**src/rtl/control_sequencer_pkg.sv**
```systemverilog
// Shared definitions for the LEGv8 control sequencer: control-word layout,
// field encodings, opcode match patterns and the instruction-class enum.
package control_sequencer_pkg;

   localparam int PSEL_W = 2;
   localparam int REG_W  = 5;
   localparam int FSEL_W = 5;
   localparam int DSEL_W = 2;

   // Bit offsets of each field inside the packed control word, LSB first.
   localparam int CW_SL_LSB    = 0;
   localparam int CW_PCSEL_LSB = CW_SL_LSB + 1;
   localparam int CW_BSEL_LSB  = CW_PCSEL_LSB + 1;
   localparam int CW_DSEL_LSB  = CW_BSEL_LSB + 1;
   localparam int CW_RAMW_LSB  = CW_DSEL_LSB + DSEL_W;
   localparam int CW_REGW_LSB  = CW_RAMW_LSB + 1;
   localparam int CW_FSEL_LSB  = CW_REGW_LSB + 1;
   localparam int CW_SB_LSB    = CW_FSEL_LSB + FSEL_W;
   localparam int CW_SA_LSB    = CW_SB_LSB + REG_W;
   localparam int CW_DA_LSB    = CW_SA_LSB + REG_W;
   localparam int CW_PSEL_LSB  = CW_DA_LSB + REG_W;
   localparam int CW_WIDTH     = CW_PSEL_LSB + PSEL_W;

   localparam logic [PSEL_W-1:0] PSEL_HOLD = 2'b00;
   localparam logic [PSEL_W-1:0] PSEL_PC4  = 2'b01;
   localparam logic [DSEL_W-1:0] DSEL_RAM  = 2'b00;
   localparam logic [DSEL_W-1:0] DSEL_ALU  = 2'b01;

   localparam logic [FSEL_W-1:0] FSEL_ADD     = 5'b01000;
   localparam logic [3:0]        FSEL_AS_HIGH = 4'b0100;

   localparam logic [6:0]  OP_IARITH = 7'b1000100;
   localparam logic [10:0] OP_LDUR   = 11'b11111000010;
   localparam logic [10:0] OP_STUR   = 11'b11111000000;

   localparam logic [1:0] STEP_FIRST = 2'd0;
   localparam logic [1:0] STEP_LDUR_WB = 2'd1;

   typedef enum logic [1:0] {
      CLS_NOP    = 2'd0,
      CLS_IARITH = 2'd1,
      CLS_LDUR   = 2'd2,
      CLS_STUR   = 2'd3
   } instrClass_e;

   typedef struct packed {
      logic [PSEL_W-1:0] psel;
      logic [REG_W-1:0]  da;
      logic [REG_W-1:0]  sa;
      logic [REG_W-1:0]  sb;
      logic [FSEL_W-1:0] fsel;
      logic              regW;
      logic              ramW;
      logic [DSEL_W-1:0] dsel;
      logic              bsel;
      logic              pcsel;
      logic              sl;
   } ctrlWord_t;

endpackage

```
**src/rtl/control_sequencer_instr_class_decode.sv**
```systemverilog
// Classifies the upper opcode bits of the held instruction into one of the
// sequencer's instruction classes; anything unrecognised becomes a NOP.
module instr_class_decode
   import control_sequencer_pkg::*;
(
   input  logic [10:0]  opField_i,
   output instrClass_e  class_o
);

   // opField_i carries IR[31:21], so IR[28:22] sits at opField_i[7:1].
   always_comb begin
      class_o = CLS_NOP;
      if (opField_i == OP_LDUR) begin
         class_o = CLS_LDUR;
      end else if (opField_i == OP_STUR) begin
         class_o = CLS_STUR;
      end else if (opField_i[7:1] == OP_IARITH) begin
         class_o = CLS_IARITH;
      end
   end

endmodule

```
**src/rtl/control_sequencer.sv**
```systemverilog
// Multi-step control sequencer: latches one LEGv8 instruction at a time and
// emits one control word per micro-step under a valid/ready handshake.
module control_sequencer
   import control_sequencer_pkg::*;
(
   input  logic                clock,
   input  logic                reset,
   input  logic [31:0]         instr_in,
   input  logic                instr_valid,
   output logic                instr_ready,
   output logic                cw_valid,
   input  logic                cw_ready,
   output logic [CW_WIDTH-1:0] controlWord,
   output logic [63:0]         K,
   output logic [1:0]          state
);

   logic [31:0] ir_q, ir_d;
   logic [1:0]  state_q, state_d;
   logic        cwValid_q, cwValid_d;

   instrClass_e irClass;
   instrClass_e stepClass;
   ctrlWord_t   cwFields;
   logic [63:0] kValue;
   logic        finalStep;
   logic        accept;
   logic        consume;

   instr_class_decode uClassDecode (
      .opField_i (ir_q[31:21]),
      .class_o   (irClass)
   );

   // Only LDUR legitimately reaches step 1; any other step value is retired as a NOP.
   always_comb begin
      stepClass = CLS_NOP;
      if (state_q == STEP_FIRST) begin
         stepClass = irClass;
      end else if (state_q == STEP_LDUR_WB && irClass == CLS_LDUR) begin
         stepClass = CLS_LDUR;
      end
   end

   assign finalStep   = !(stepClass == CLS_LDUR && state_q == STEP_FIRST);
   assign instr_ready = !cwValid_q | (cw_ready & finalStep);
   assign accept      = instr_valid & instr_ready;
   assign consume     = cwValid_q & cw_ready;

   // A new accept wins over retiring the current word, which gives back-to-back issue.
   always_comb begin
      ir_d      = ir_q;
      state_d   = state_q;
      cwValid_d = cwValid_q;
      if (accept) begin
         ir_d      = instr_in;
         state_d   = STEP_FIRST;
         cwValid_d = 1'b1;
      end else if (consume) begin
         if (finalStep) begin
            cwValid_d = 1'b0;
            state_d   = STEP_FIRST;
         end else begin
            state_d   = STEP_LDUR_WB;
         end
      end
   end

   always_ff @(posedge clock) begin
      if (reset) begin
         ir_q      <= '0;
         state_q   <= STEP_FIRST;
         cwValid_q <= 1'b0;
      end else begin
         ir_q      <= ir_d;
         state_q   <= state_d;
         cwValid_q <= cwValid_d;
      end
   end

   // Control word is decoded purely from the held IR and step, and forced to zero while idle.
   always_comb begin
      cwFields = '0;
      kValue   = '0;
      if (cwValid_q) begin
         case (stepClass)
            CLS_IARITH: begin
               cwFields.psel = PSEL_PC4;
               cwFields.da   = ir_q[4:0];
               cwFields.sa   = ir_q[9:5];
               cwFields.fsel = {FSEL_AS_HIGH, ir_q[30]};
               cwFields.regW = 1'b1;
               cwFields.dsel = DSEL_ALU;
               cwFields.bsel = 1'b1;
               cwFields.sl   = ir_q[29];
               kValue        = {52'd0, ir_q[21:10]};
            end
            CLS_LDUR: begin
               cwFields.psel = (state_q == STEP_FIRST) ? PSEL_HOLD : PSEL_PC4;
               cwFields.da   = ir_q[4:0];
               cwFields.sa   = ir_q[9:5];
               cwFields.fsel = FSEL_ADD;
               cwFields.regW = (state_q != STEP_FIRST);
               cwFields.dsel = (state_q == STEP_FIRST) ? DSEL_ALU : DSEL_RAM;
               cwFields.bsel = 1'b1;
               kValue        = {55'd0, ir_q[20:12]};
            end
            CLS_STUR: begin
               cwFields.psel = PSEL_PC4;
               cwFields.sa   = ir_q[9:5];
               cwFields.sb   = ir_q[4:0];
               cwFields.fsel = FSEL_ADD;
               cwFields.ramW = 1'b1;
               cwFields.dsel = DSEL_ALU;
               cwFields.bsel = 1'b1;
               kValue        = {55'd0, ir_q[20:12]};
            end
            default: begin
               cwFields.psel = PSEL_PC4;
            end
         endcase
      end
   end

   assign controlWord = cwFields;
   assign K           = kValue;
   assign state       = state_q;
   assign cw_valid    = cwValid_q;

endmodule

```
**config.mk**
```make
export PLATFORM = sky130hd
export DESIGN_NAME = control_sequencer
export DESIGN_NICKNAME = d
export VERILOG_FILES = /design/src/rtl/control_sequencer_pkg.sv /design/src/rtl/control_sequencer_instr_class_decode.sv /design/src/rtl/control_sequencer.sv
export SDC_FILE = /design/constraint.sdc
export NUM_CORES = 1
export LEC_CHECK = 0
export ABC_AREA = 0
export CORE_MARGIN = 4
export CORE_UTILIZATION = 40
export DETAILED_ROUTE_END_ITERATION = 8
export PLACE_DENSITY = 0.79
export SLEW_MARGIN = 20
export SYNTH_ARGS = -nofsm -noshare
export SYNTH_HDL_FRONTEND = slang
export SYNTH_SLANG_ARGS = --single-unit
export TNS_END_PERCENT = 50
```
**constraint.sdc**
```tcl
create_clock -name clock -period 2.6 [get_ports clock]
set_input_delay 0.39 -clock clock [delete_from_list [all_inputs] [get_ports clock]]
set_output_delay 0.39 -clock clock [all_outputs]
set_load 0.1 [all_outputs]
```
==> metrics.txt <==
Via density=about 4.4; TritonCTS clock tree=done; core area=5990 um^2; Synth Instances=280; Detailed Place HPWL=4.09 mm; initial DRC count=35; Max FO, Critical Path=5; CP endpoint=K[2]; IO buf count=73; Total Wirelength=5.58 mm; routed len/inst=roughly 13 um; drt first pass iters=4; initial antenna violation count=0; Synth Register Bits=34; run status=finished, final reports clean; pre-CTS WS=approximately 130 ps; Starting Density=a little over two fifths; first-pass GRT wire length=8.56 mm; worst min path class=reg2reg; Chip Width=approximately 87 um; endpoints failing hold=0; R2R setup slack=about 270 ps; H-tree depth=2; syn_area_per_cell=8.91 um^2; RR Endpoint=ir_q[29]; Final #Nets=390; unrepaired setup endpoints after global routing=yes; Clock Tree Buf Depth=2; Final WS setup=between 30 and 40 ps; number of remaining DRC errors=0; later-pin clock latency in the skew report=280 ps; Ports=133; # rows=28; TritonCTS Buffers=5; Reg2Reg Depth=9; non-filler cells, final=426; Crit Path Class=reg2out; final worst path period need=~2600 ps; leakage=0.00151 uW; startpoint types=register; synthesized area=2500 um^2; Final setup viols=0; antenna-violating nets left=0; hold_ws=between 400 and 500 ps; max-cap check violation count=0; CTS root buf=clkbuf_8; worst r2r src=ir_q[26]; CTS Sinks=34; predominant post-synthesis flop cell=dfxtp_1; VDD IR-drop max=~250 uV; fin crit share=98.8%; Worst-path clk slew=70 ps; Final Power=1530 uW; Slew Viols, Final=0; number of global-route vias before repair=between 1500 and 2000; Routability Congestion=~0.74; largest net degree at the start of global routing=67; fmax=389 MHz; Worst Setup SP=ir_q[26]; die area=roughly 7600 um^2; layout cell share with drive strength beyond 1=a little under a third; number of synthesized flops with an enable pin=0; Area growth syn-to-layout=48.4%; Power Dens Cells=414 nW/um^2; Fin Clk Skew=just under 3 ps; via count=~1900; GRT Resource Usage Total=14.1%; CP endpoint kind=primary output; asr flop ratio synth=0%; Critical Path AT=2180 ps; WP data required=about 2200 ps; YS warnings=0; antenna diode instance count=0; dpl cells=approximately 420; Die Height=roughly 87 um; Seq/Total Area, Yosys=27.3%; Unique masters post-synth=34; gr ovfl total=0
-- through the flow --
stage / area, um^2 / TNS (ps) / util [%]
6_report: 3700 / 0 / 61.8
5_1_grt: 3700 / -666 / 61.8
4_1_cts: 3660 / 0 / 61.2
3_5_place_dp: 3470 / 0 / 58.0
3_3_place_gp: 3470 / 0 / 58.0
2_1_floorplan: 2800 / -2320 / -
-- per-layer routing --
metal	track usage (%)	up-vias	share of wire, %
li1	-	928	-
met1	15.9	864	39
met2	25.5	75	51
met3	4.54	2	8.6
met4	3.54	0	0.52
met5	0	-	0
-- Yosys cell counts, drive strengths merged (2+ instances only) --
library cell  instances  area [um^2]
clkbuf               10         37.5
inv                   6         22.5
and2                 15         96.3
or2b                  2         16.3
a21oi                 4         27.5
nor2b                 3         21.3
nor2                 10         60.1
dfxtp                34          681
buf                  66          549
nand2b               63          394
a22oi                 9         67.6
mux2i                33          330
and3                 10         62.6
o21ai                 2         13.8
ha                    3         37.5
-- area by class of cell --
| type | count | area, um^2 |
|---|---|---|
| fill | 521 | 2290 |
| sequential | 34 | 686 |
| inverter | 6 | 22.5 |
| timing repair buffer | 81 | 1160 |
| multi-input combinational | 223 | 1670 |
| clock buffer | 7 | 76.3 |
| tap | 75 | 93.8 |
-- worst min-delay path by stage --
stage	startpoint	to	slack, ps	cells past startpoint
global placement	ir_q[7]	ir_q[7]	460	2
finish	ir_q[8]	ir_q[8]	470	2
detailed placement	ir_q[9]	ir_q[9]	460	2
global route	ir_q[26]	ir_q[26]	490	2
CTS	ir_q[8]	ir_q[8]	470	2
floorplan	ir_q[6]	ir_q[6]	440	2
-- cell usage in the layout, fill, tap and decap left out, types with 2 or more instances in the layout --
| cell type | count |
|---|---|
| nand2b_1 | 63 |
| conb_1 | 59 |
| buf_12 | 37 |
| clkdlybuf4s50_1 | 35 |
| mux2i_1 | 33 |
| dfxtp_1 | 32 |
| a22oi_2 | 9 |
| nor2_4 | 9 |
| buf_4 | 9 |
| and2_4 | 8 |
| and3_4 | 6 |
| and2_2 | 5 |
| clkbuf_8 | 5 |
| inv_2 | 3 |
| inv_1 | 3 |
| and3_1 | 3 |
| a21oi_4 | 2 |
| and2_1 | 2 |
| or2_4 | 2 |
| ha_4 | 2 |
| clkbuf_1 | 2 |
-- repair_timing --
action                                  in CTS  in global routing
endpoints found under the setup margin      19                 25
setup buffers                                1                  1
pin swaps                                    4                  8
resized for setup                           20                 16
gates cloned                                 1                  0
hold buffers                                 0                  0
-- registers in the layout, summed over array words and instances, names as in the netlist --
signal,flops
ir_q,32
state,1
cw_valid,1
-- cell families (layout without fill, tap and decap cells) --
kind of cell	count (synthesis)	in the layout	share of synthesized area, %
AOI/OAI and AO/OA	17	17	5.21
and+or+nand+nor	110	111	28.2
DFF	34	34	27.3
other	1	59	0.150
buffers and inverters	82	94	24.4
muxes	33	33	13.2
adders and majority gates	3	3	1.50
-- worst max-delay path, cell delays in order, from the launching register on --
cell	delay, ps
dfxtp_2	320
or3b_4	430
nor3_4	150
o21ai_2	120
ha_4	200
or2_4	270
a22oi_2	180
nor2_4	60
buf_12	170
-- power by group --
| group | internal [uW] | switching, uW |
|---|---|---|
| Clock | 184 | 181 |
| Sequential | 554 | 30.2 |
| Combinational | 121 | 463 |
| Total | 859 | 674 |
Power figures use the tool's default switching activity.
